===== config.mk =====
export PLATFORM = sky130hd
export DESIGN_NAME = aes_engine_ctrl
export DESIGN_NICKNAME = d
export VERILOG_FILES = /design/src/rtl/aes_engine_ctrl.sv
export SDC_FILE = /design/constraint.sdc
export NUM_CORES = 1
export LEC_CHECK = 0
export BUFFER_PORTS_ARGS = -buffer_cell sky130_fd_sc_hd__clkbuf_2
export CAP_MARGIN = 10
export CORE_ASPECT_RATIO = 0.5
export CORE_MARGIN = 4
export CORE_UTILIZATION = 59
export DETAILED_ROUTE_END_ITERATION = 6
export PLACE_DENSITY = 0.86
export SYNTH_ARGS = -nofsm -noshare
export SYNTH_HDL_FRONTEND = slang
export SYNTH_SLANG_ARGS = --single-unit

===== constraint.sdc =====
create_clock -name clk_i -period 4.8 [get_ports clk_i]
set_input_delay 0.24 -clock clk_i [delete_from_list [all_inputs] [get_ports clk_i]]
set_output_delay 0.24 -clock clk_i [all_outputs]
set_load 0.01 [all_outputs]

===== src/rtl/aes_engine_ctrl.sv =====
// rtl/aes_engine_ctrl.sv - AES engine block sequencer: load, run, drain per block.
// Optional RUN watchdog enabled by defining AES_CTRL_TIMEOUT_EN.
module aes_engine_ctrl #(
  parameter int WORDS_PER_BLOCK = 4,
  parameter int CNT_W           = 16,
  parameter int TIMEOUT_CYCLES  = 64
) (
  input  logic                               clk_i,
  input  logic                               rst_i,
  input  logic                               start_i,
  input  logic                               clear_i,
  input  logic [CNT_W-1:0]                   n_blocks_i,
  input  logic                               in_valid_i,
  output logic                               in_ready_o,
  output logic                               engine_load_o,
  output logic [$clog2(WORDS_PER_BLOCK)-1:0] engine_word_idx_o,
  output logic                               engine_start_o,
  input  logic                               engine_done_i,
  output logic                               out_valid_o,
  input  logic                               out_ready_i,
  output logic                               busy_o,
  output logic                               done_o,
  output logic                               err_o,
  output logic [CNT_W-1:0]                   blk_cnt_o
);

  localparam int IDX_W = $clog2(WORDS_PER_BLOCK);
  localparam logic [IDX_W-1:0] LAST_IDX = IDX_W'(WORDS_PER_BLOCK - 1);

  if (WORDS_PER_BLOCK < 2 || TIMEOUT_CYCLES < 1) begin : g_cfg_check
    $error("aes_engine_ctrl: WORDS_PER_BLOCK must be >= 2 and TIMEOUT_CYCLES >= 1");
  end

  typedef enum logic [2:0] {S_IDLE, S_LOAD, S_RUN, S_DRAIN, S_DONE} state_t;

  state_t           state_q, state_d;
  logic [IDX_W-1:0] word_q, word_d;
  logic [CNT_W-1:0] blk_q, blk_d, nblk_q, nblk_d, blk_inc;
  logic             first_q, first_d;
  logic             in_hs, out_hs;

`ifdef AES_CTRL_TIMEOUT_EN
  localparam int TW = $clog2(TIMEOUT_CYCLES + 1);
  logic [TW-1:0] tcnt_q, tcnt_d;
  logic          err_q, err_d;
`endif

  assign in_hs   = (state_q == S_LOAD) & in_valid_i;
  assign out_hs  = (state_q == S_DRAIN) & out_ready_i;
  assign blk_inc = blk_q + CNT_W'(1);

  always_comb begin
    state_d = state_q;
    word_d  = word_q;
    blk_d   = blk_q;
    nblk_d  = nblk_q;
    first_d = 1'b0;
`ifdef AES_CTRL_TIMEOUT_EN
    tcnt_d  = tcnt_q;
    err_d   = err_q;
`endif
    if (clear_i) begin
      state_d = S_IDLE;
      word_d  = '0;
      blk_d   = '0;
`ifdef AES_CTRL_TIMEOUT_EN
      tcnt_d  = '0;
      err_d   = 1'b0;
`endif
    end else begin
      case (state_q)
        S_IDLE: if (start_i) begin
          word_d  = '0;
          blk_d   = '0;
          nblk_d  = n_blocks_i;
          state_d = (n_blocks_i == '0) ? S_DONE : S_LOAD;
`ifdef AES_CTRL_TIMEOUT_EN
          err_d   = 1'b0;
`endif
        end
        S_LOAD: if (in_hs) begin
          word_d = word_q + 1'b1;
          if (word_q == LAST_IDX) begin
            state_d = S_RUN;
            first_d = 1'b1;
`ifdef AES_CTRL_TIMEOUT_EN
            tcnt_d  = '0;
`endif
          end
        end
        // engine_done_i wins over a watchdog expiry in the same cycle
        S_RUN: begin
          if (engine_done_i) begin
            state_d = S_DRAIN;
          end
`ifdef AES_CTRL_TIMEOUT_EN
          else if (tcnt_q == TW'(TIMEOUT_CYCLES - 1)) begin
            err_d   = 1'b1;
            state_d = S_DONE;
          end else begin
            tcnt_d = tcnt_q + 1'b1;
          end
`endif
        end
        S_DRAIN: if (out_hs) begin
          word_d = word_q + 1'b1;
          if (word_q == LAST_IDX) begin
            blk_d   = blk_inc;
            state_d = (blk_inc == nblk_q) ? S_DONE : S_LOAD;
          end
        end
        S_DONE:  state_d = S_IDLE;
        default: state_d = S_IDLE;
      endcase
    end
  end

  always_ff @(posedge clk_i or posedge rst_i) begin
    if (rst_i) begin
      state_q <= S_IDLE;
      word_q  <= '0;
      blk_q   <= '0;
      nblk_q  <= '0;
      first_q <= 1'b0;
`ifdef AES_CTRL_TIMEOUT_EN
      tcnt_q  <= '0;
      err_q   <= 1'b0;
`endif
    end else begin
      state_q <= state_d;
      word_q  <= word_d;
      blk_q   <= blk_d;
      nblk_q  <= nblk_d;
      first_q <= first_d;
`ifdef AES_CTRL_TIMEOUT_EN
      tcnt_q  <= tcnt_d;
      err_q   <= err_d;
`endif
    end
  end

  assign in_ready_o        = (state_q == S_LOAD);
  assign engine_load_o     = in_valid_i & in_ready_o;
  assign engine_word_idx_o = word_q;
  assign engine_start_o    = (state_q == S_RUN) & first_q;
  assign out_valid_o       = (state_q == S_DRAIN);
  assign busy_o            = (state_q != S_IDLE);
  assign done_o            = (state_q == S_DONE) & ~clear_i;
  assign blk_cnt_o         = blk_q;
`ifdef AES_CTRL_TIMEOUT_EN
  assign err_o             = err_q;
`else
  assign err_o             = 1'b0;
`endif

endmodule


==> results of run 1 <==
## state kept, by name (all words and copies together) (netlist names)
| name | count |
|---|---|
| state_q | 3 |
| engine_word_idx_o | 2 |
| blk_cnt_o | 16 |
| nblk_q | 16 |
| first_q | 1 |
## through the flow
step	cell area [um2]	hold WS, ns
after detailed placement	2640	0.3639
after floorplan	2419	0.3524
after global routing	2749	0.07777
after CTS	2749	0.05845
final	2749	0.03572
after global placement	2640	0.3600
## path summary, 6_finish.rpt
kind                                 startpoint  slack [ns]                   end
setup / recovery                   blk_cnt_o[0]        2.32            state_q[0]
hold / removal                            rst_i        0.04          blk_cnt_o[3]
setup reg to reg                   blk_cnt_o[0]        2.32            state_q[0]
hold reg to reg            engine_word_idx_o[1]        0.53  engine_word_idx_o[1]
max in group asynchronous                 rst_i        4.41             nblk_q[4]
min in group clk_i                   in_valid_i        0.20               first_q
## power by group
part | internal (uW) | leakage, uW | switching, uW
registers | 350 | 0.000494 | 35.1
logic | 65.7 | 0.000634 | 58.4
clock network | 153 | 0.0000579 | 111
## area by class of cell
cell class	count	area, um2
sequential	38	950.9
tap	54	67.56
inverter	6	22.52
clock buffer	5	68.82
multi-input combinational	194	1361
clock inverter	3	40.04
timing repair buffer	47	237.7
fill	324	1175
## metal layers
| metal | vias to the layer above | global-route usage | routed length, um |
|---|---|---|---|
| met2 | 109 | 0.3993 | 2665 |
| met5 | - | 0 | 0 |
| met4 | 0 | 0.06122 | 145 |
| met1 | 1055 | 0.3550 | 2857 |
| li1 | 1006 | - | - |
| met3 | 20 | 0.06579 | 596 |
## Yosys cell counts (2+ instances only)
master / n
mux2_2: 17
and2_1: 5
and3_1: 2
nand4_1: 6
nand3_1: 6
clkbuf_1: 6
nor2_1: 13
nand2b_1: 3
ha_1: 2
a21oi_1: 9
or3_1: 5
nor3_1: 6
mux2i_1: 3
inv_1: 6
a2111oi_2: 2
nor4_1: 7
buf_4: 7
nand4_2: 2
a31oi_1: 3
nand2_1: 24
o31ai_1: 5
o21ai_0: 20
xor2_1: 7
and4_1: 4
dfrtp_1: 38
nor3b_1: 2
xnor2_1: 15
o21ai_1: 2
o22ai_1: 2
## logic make-up after synthesis
family,count (synthesis)
buffers and inverters,21
DFF,38
muxes,20
other,1
xor gates and xnor gates,22
adders and majority gates,2
and+or+nand+nor,95
AOI/OAI and AO/OA,54
## worst min-delay path: stages
cell	delay [ns]
clkbuf_2	0.08
inv_1	0.04
buf_4	0.41
==> run summary, run 1 <==
TritonRoute pass-1 iters - 5
Most frequent cells in the layout - clkbuf_2 (46), dfrtp_1 (38), nand2_1 (24)
ANT cells - 0
IO Pins - 48
DR vias - 2,190
Hold-fix buffers, CTS - 0
Static Leak - 0.001186 uW
Netlist Area Pre-Place - 0.002419 mm2
# rows - 16
Crit end category - flop
Post-Synth Simple-Gate Area - 0.2349
Arrival @ worst endpoint - 2.64 ns
Util after Layout - 0.7006
EDFF count, synth - 0
Syn_area_per_cell - 9.560 um2
Min cycle time layout - 2.476 ns
Htree depth - 2
Area fraction of the dominant cell type after synthesis - 0.3932
Clk slew on worst S/H paths - 0.07 ns
Chip width - 98.55 um
Detailed Place HPWL - 4691 um
Syn Nets - 278
Vias per inst - 6.311
# setup viols final - 0
DR WL/cell - 18.05 um
Largest family of logic cells by synthesized area - simple AND/OR/NAND/NOR gates
XOR/XNOR share of the synthesized area - 0.07967
GRT overflow - 0
CTS resizes - 0
Worst rel slew slack - 0.3081
Final hold vios - 0
Post-synthesis register bit count - 38
Crit path cell chain - ha_1 > nand3_4 > nor4_4 > mux2i_1 > a2111oi_2 > nand4_1 > o2bb2ai_1
Gr usage total - 0.2544
Mux cell area share after synthesis - 0.09157
Pre-CTS setup slack - 2.401 ns
Compound-Gate Fraction of Synth Area - 0.1449
Layout Skew - 0.005065 ns
Least-Margin Pin Slew - 1.034 ns
Leading cell type in the layout, fill and taps excluded - clkbuf_2
Crit Path Class - reg -> reg
Final setup TNS - 0 ns
Async SR Flop Fraction - 1.000
Ys flop type - dfrtp_1
Routability cong. - 0.9597
Initial antenna violation count - 0
Outcome - completed
Initial DRC count - 309
Post-route insts no fill - 347
Post-route DRC - 0
Syn. warnings - 0
HP Class - in -> async
Crit path depth - 7
Initial Utilization - 0.6164
Max cap viols - 0
Die Footprint - 0.005250 mm2
DRT Wirelength - 6264 um
Power Total - 773.9 uW
Synthesis-to-finish area growth - 13.66%
Post-Synth Adder-Cell Area - 0.01035
Clk_lat worst skew - 0.29 ns
Vias in the first global route - 2,044
RSZ-0062 raised after global routing - no
CTS tree - yes
Post-Synthesis Cells - 253
Top cells by area, synth - dfrtp_1 (39%), mux2_2 (7.9%), xnor2_1 (5.4%), o21ai_0 (4.1%), nand2_1 (3.7%)
Crit Path Max Fanout - 9
Global-route wire length before repair - 10,270 um
Critical path required time - 4.97 ns
Synth cell types - 53
Clk root buf - clkbuf_8
CP max stage delay - 0.51 ns
Core area - 0.003924 mm2
Fmax - 0.4039 GHz
Max Root-Sink Buffers - 2
Post-synthesis sequential area ratio - 0.3932
Antenna Violating Nets Remaining - 0
Fin nets - 317
Number of port buffers - 46
Number of clock sinks - 38
Buffers & Inverters on Critical Path - 0
Leading area contributor after synthesis - dfrtp_1
Layout cell share with drive strength beyond 1 - 0.2799
Slew Viols, Final - 0
Crit path max-delay family - simple AND/OR/NAND/NOR gates
Critical Path Start Type - flop
Reg2Reg Depth - 7
Largest net degree at the start of global routing - 39
CP max-delay cell - dfrtp_1
Die H - 53.28 um
Num CTS Buffers - 5
Final WS setup - 2.324 ns
Post-CTS setup repair buffer count - 0
Worst vdd ir - 0.1538 mV
Cell count after placement - 339
Pwr dens - 281.5 mW/mm2
Final period utilization - 0.5158
Power figures use the tool's default switching activity.
==> run 2: changes to the inputs <==
- ABC_AREA: unset -> 1
- CORE_UTILIZATION: 59 -> 56
- PLACE_DENSITY: 0.86 -> 0.81
- clock period: 4.8 -> 2.4 ns (I/O delays scaled with it)
==> run 2 against run 1 <==
Global-route usage shrank 2.5 points. Largest cell class unchanged. Clock skew grew 0.00081 ns. Total power grew to 3.0 times the previous value. Critical path depth grew 2. Worst setup slack lost 2.1 ns. Core utilization shrank 3.0 points. Sequential power grew to 2.6 times the previous value. Die area grew 10%. Non-clock buffer count grew 2. Register-to-register slack lost 2.1 ns.
==> run summary, run 2 <==
Final setup TNS - 0 ns
Least-Margin Pin Slew - 0.5997 ns
RSZ-0062 raised after global routing - no
Power Total - 2285 uW
Pwr dens - 773.9 mW/mm2
Clk root buf - clkbuf_8
Final WS setup - 0.2659 ns
Antenna Violating Nets Remaining - 0
Final period utilization - 0.8892
Max cap viols - 0
Post-synthesis register bit count - 38
Syn_area_per_cell - 7.360 um2
Fmax - 0.4686 GHz
Num CTS Buffers - 5
Leading cell type in the layout, fill and taps excluded - nand2_1
Initial DRC count - 156
DR WL/cell - 14.23 um
Area of the multi-input gates - 0.001363 mm2
Most common cell in the netlist - nand2_1
Vias per inst - 5.409
Number of clock sinks - 38
Crit path cell chain - nor2_1 > inv_1 > nor2_2 > inv_2 > nand2_1 > nor2_1 > nor2_4 > nand2_4 > o21ai_0
Layout cell share with drive strength beyond 1 - 0.2550
Post-CTS setup repair buffer count - 0
IO Pins - 48
Post-synthesis sequential area ratio - 0.3702
Die Footprint - 0.005800 mm2
Clk slew on worst S/H paths - 0.08 ns
Synth cell types - 35
TritonRoute pass-1 iters - 5
Post-Synthesis Cells - 349
Top cells by count, synth - nand2_1 (97), inv_1 (52), dfrtp_1 (38)
Fin nets - 424
Number of port buffers - 46
Sequential Area - 952.2 um2
Filler cells - 385
HP Class - in -> reg
Async SR Flop Fraction - 1.000
Htree depth - 2
Max Root-Sink Buffers - 2
ANT cells - 0
Slew Viols, Final - 0
Final hold vios - 0
Largest net degree at the start of global routing - 39
Most frequent cells in the layout - nand2_1 (97), inv_1 (52), clkbuf_2 (46)
Syn Nets - 374
EDFF count, synth - 0
Arrival @ worst endpoint - 2.34 ns
Critical path required time - 2.61 ns
Routability cong. - 0.9406
CP max-delay cell - nor2_4
Post-route DRC - 0
Ys flop type - dfrtp_1
Top cells by area, synth - dfrtp_1 (37%), nand2_1 (14%), inv_1 (7.6%), nand3_1 (5.8%), o22ai_2 (4.9%)
# rows - 17
Pre-CTS setup slack - 0.2174 ns
Static Leak - 0.001497 uW
Vias in the first global route - 2,355
Clk_lat worst skew - 0.29 ns
Crit Path Class - reg -> reg
Leading area contributor after synthesis - dfrtp_1
Initial antenna violation count - 0
CTS tree - yes
DR vias - 2,472
Outcome - completed
Syn. warnings - 0
Worst vdd ir - 0.4887 mV
Core area - 0.004403 mm2
Crit end category - flop
Worst rel slew slack - 0.5993
GRT overflow - 0
Crit path top cell by count - nor2_1
Min cycle time layout - 2.134 ns
Die H - 55.89 um
CP max stage delay - 0.49 ns
Gr usage total - 0.2297
# setup viols final - 0
Area fraction of the dominant cell type after synthesis - 0.3702
DRT Wirelength - 6504 um
Global-route wire length before repair - 10,920 um
Initial Utilization - 0.5834
Layout Skew - 0.005873 ns
Detailed Place HPWL - 5109 um
Chip width - 103.8 um
Critical Path Start Type - flop
Synthesis-to-finish area growth - 14.95%
Netlist Area Pre-Place - 0.002569 mm2
Crit Path Max Fanout - 18
[run 2: repair_timing]
item                       4_1_cts  5_1_grt
resized for setup                0        2
hold endpoints to repair        38        0
setup endpoints to repair        0        2
hold buffers                     1        0
[run 2: path summary, 6_finish.rpt]
kind / startpoint / end / slack (ns) / cells after the start
worst max-delay path: state_q[0] / blk_cnt_o[0] / 0.27 / 9
worst min-delay path: n_blocks_i[10] / nblk_q[10] / 0.08 / 3
worst max register to register: state_q[0] / blk_cnt_o[0] / 0.27 / 9
worst min register to register: nblk_q[2] / nblk_q[2] / 0.51 / 2
max in group asynchronous: rst_i / blk_cnt_o[0] / 1.56 / 4
min in group asynchronous: rst_i / engine_word_idx_o[0] / 0.48 / 4
[run 2: power breakdown]
part	internal [uW]	switching (uW)	leakage, uW	total, uW
Sequential	808	187	0.000501	995
Clock	231	234	0.0000472	465
Combinational	305	519	0.000949	825
Total	1340	941	0.00150	2290
[run 2: cell families after synthesis]
| family | share of synthesized area |
|---|---|
| AND/OR/NAND/NOR | 0.3907 |
| buffers and inverters | 0.1003 |
| AO/OA/AOI/OAI | 0.1208 |
| flip-flops | 0.3702 |
| XOR/XNOR | 0.006821 |
| adder cells (fa/ha/maj) | 0.009740 |
| other | 0.001460 |
[run 2: area by class of cell]
| class | instances | area share |
|---|---|---|
| inverter | 57 | 0.07331 |
| multi-input combinational | 248 | 0.4614 |
| tap | 57 | 0.02415 |
| clock buffer | 6 | 0.02797 |
| timing repair buffer | 49 | 0.08644 |
| clock inverter | 2 | 0.004237 |
| sequential | 38 | 0.3225 |
[run 2: through the flow]
step | util | area, um2 | std cells | hold slack, ns
2_1_floorplan | - | 2569 | 349 | 0.2577
3_3_place_gp | 0.6459 | 2844 | 448 | 0.2353
3_5_place_dp | 0.6459 | 2844 | 448 | 0.2544
4_1_cts | 0.6698 | 2949 | 457 | 0.07773
5_1_grt | 0.6706 | 2953 | 457 | 0.08742
6_report | 0.6706 | 2953 | 457 | 0.08468
[run 2: metal layers]
metal / vias up / global-route usage / wire length [um]
met5: - / 0 / 0
met4: 0 / 0.03788 / 31
met3: 8 / 0.06141 / 578
met2: 102 / 0.3680 / 2912
met1: 1134 / 0.3199 / 2982
li1: 1228 / - / -
[run 2: worst max-delay path: cells and delay by family (launching register included)]
family / cells / cell delay (ns)
flip-flops: 1 / 0.46
buffers and inverters: 2 / 0.16
AND/OR/NAND/NOR: 6 / 1.22
AO/OA/AOI/OAI: 1 / 0.21
==> run 3: changes to the inputs <==
- MAX_ROUTING_LAYER: unset -> met4
==> run 3 against run 2 <==
Non-clock buffer count did not move. Sequential power down 0.6%. Clock power grew 1%. Global-route usage increased by 0.75 points. Critical path depth is 7 higher. Routed wire length decreased by 1.6%. Critical endpoint is now state_q[0]. Highest routed layer unchanged. Count of clock-buffer cells in the layout stayed put. Register-to-register slack hardly changed. First-iteration DRC count fell by 13%. Worst hold slack worse by 0.014 ns. Clock skew shrank 0.0031 ns.
==> run summary, run 3 (synthesis gave the netlist of run 2 again) <==
Comb power frac - 0.361
DR vias - 2,504
Crit end category - flop
RSZ-0062 raised after global routing - no
Worst rel slew slack - 0.6023
Detailed Place HPWL - 5101 um
Fin nets - 424
Vias in the first global route - 2,343
Slew Viols, Final - 0
Num CTS Buffers - 5
Leading cell type in the layout, fill and taps excluded - nand2_1
Fmax - 0.4660 GHz
Number of clock sinks - 38
Crit Path Class - reg -> reg
Most frequent cells in the layout - nand2_1 (97), inv_1 (52), clkbuf_2 (46)
# setup viols final - 0
Final hold vios - 0
ANT cells - 0
Initial Utilization - 0.5834
Least-Margin Pin Slew - 0.5951 ns
IO Pins - 48
Layout Skew - 0.002734 ns
Clk slew on worst S/H paths - 0.08 ns
Clk root buf - clkbuf_8
Largest net degree at the start of global routing - 39
Number of port buffers - 46
DR WL/cell - 14.01 um
Pwr dens - 773.6 mW/mm2
Switching share of power - 0.4111
Layout cell share with drive strength beyond 1 - 0.2525
Htree depth - 2
# rows - 17
Initial antenna violation count - 0
Clock share of power - 0.206
Crit Path Max Fanout - 8
GRT overflow - 0
Die Footprint - 0.005800 mm2
Seq pwr share - 0.433
Max cap viols - 0
CTS tree - yes
TritonRoute pass-1 iters - 4
Gr usage total - 0.2372
Filler cells - 391
Post-route insts no fill - 457
Static Leak - 0.001497 uW
HP Class - in -> reg
Routability cong. - 0.9691
Worst vdd ir - 0.5035 mV
Vias per inst - 5.479
Switching Power - 938.3 uW
Cell count after placement - 448
Global-route wire length before repair - 10,730 um
Critical path required time - 2.59 ns
Sequential Area - 952.2 um2
DRT Wirelength - 6403 um
Clk_lat worst skew - 0.30 ns
Antenna Violating Nets Remaining - 0
Post-route DRC - 0
Max Root-Sink Buffers - 2
Initial DRC count - 136
Core area - 0.004403 mm2
Min cycle time layout - 2.146 ns
Final period utilization - 0.8942
Chip width - 103.8 um
Die H - 55.89 um
Arrival @ worst endpoint - 2.34 ns
Pint - 1344 uW
Critical Path Start Type - flop
Synthesis-to-finish area growth - 14.86%
Final setup TNS - 0 ns
Post-CTS setup repair buffer count - 0
Area of the multi-input gates - 0.001360 mm2
Outcome - completed
run 3: worst max-delay path, stage by stage, from the launching register on:
cell	delay [ns]
dfrtp_1	0.44
ha_1	0.22
nand2_1	0.14
nor2_4	0.22
nand2_2	0.09
nand2_2	0.08
nand2_1	0.05
nand2_1	0.06
nand2_1	0.06
nor2_1	0.11
nand2_1	0.05
nor2_1	0.19
nand3_1	0.10
nand2_1	0.08
nand2_1	0.05
nand2_1	0.06
nand2_1	0.05
run 3: power by group through the flow:
stage | clock [uW] | sequential [uW] | combinational (uW)
2_1_floorplan | 0 | 931 | 632
3_3_place_gp | 0 | 982 | 789
3_5_place_dp | 0 | 993 | 823
4_1_cts | 472 | 981 | 827
5_1_grt | 506 | 1010 | 933
6_report | 470 | 989 | 823
run 3: final timing paths:
path | from | endpoint | slack [ns] | cells past startpoint
max in group asynchronous | rst_i | blk_cnt_o[0] | 1.58 | 4
worst min register to register | nblk_q[1] | nblk_q[1] | 0.51 | 2
worst max register to register | blk_cnt_o[1] | state_q[0] | 0.25 | 16
worst min-delay path | n_blocks_i[9] | nblk_q[9] | 0.07 | 3
min in group asynchronous | rst_i | engine_word_idx_o[0] | 0.46 | 4
worst max-delay path | blk_cnt_o[1] | state_q[0] | 0.25 | 16
run 3: cell type report:
| type | count | share of cell area |
|---|---|---|
| multi-input combinational | 248 | 0.4610 |
| tap | 57 | 0.02417 |
| inverter | 57 | 0.07337 |
| clock inverter | 2 | 0.004241 |
| clock buffer | 6 | 0.02799 |
| sequential | 38 | 0.3227 |
| timing repair buffer | 49 | 0.08651 |
run 3: what timing repair did:
action | 4_1_cts | 5_1_grt
hold endpoints to repair | 38 | 0
hold buffers | 1 | 0
endpoints found under the setup margin | 0 | 1
gates resized for setup | 0 | 1
run 3: per-layer routing:
metal  vias up  global-route usage  share of wire
met5         -                   -              0
met4         0             0.06061          0.012
met3        13             0.06837          0.086
met2       104              0.3578           0.43
met1      1154              0.3172           0.47
li1       1233                   -              -
run 3: stage by stage:
step / utilization / area (um2) / power (uW) / hold WS (ns) / setup slack [ns]
final: 0.6701 / 2950 / 2282 / 0.07092 / 0.2540
after global routing: 0.6701 / 2950 / 2448 / 0.06914 / 0.02064
after CTS: 0.6698 / 2949 / 2279 / 0.06740 / 0.2043
after detailed placement: 0.6459 / 2844 / 1815 / 0.2409 / 0.2179
after global placement: 0.6459 / 2844 / 1771 / 0.2349 / 0.2368
after floorplan: - / 2569 / 1563 / 0.2577 / 0.5494
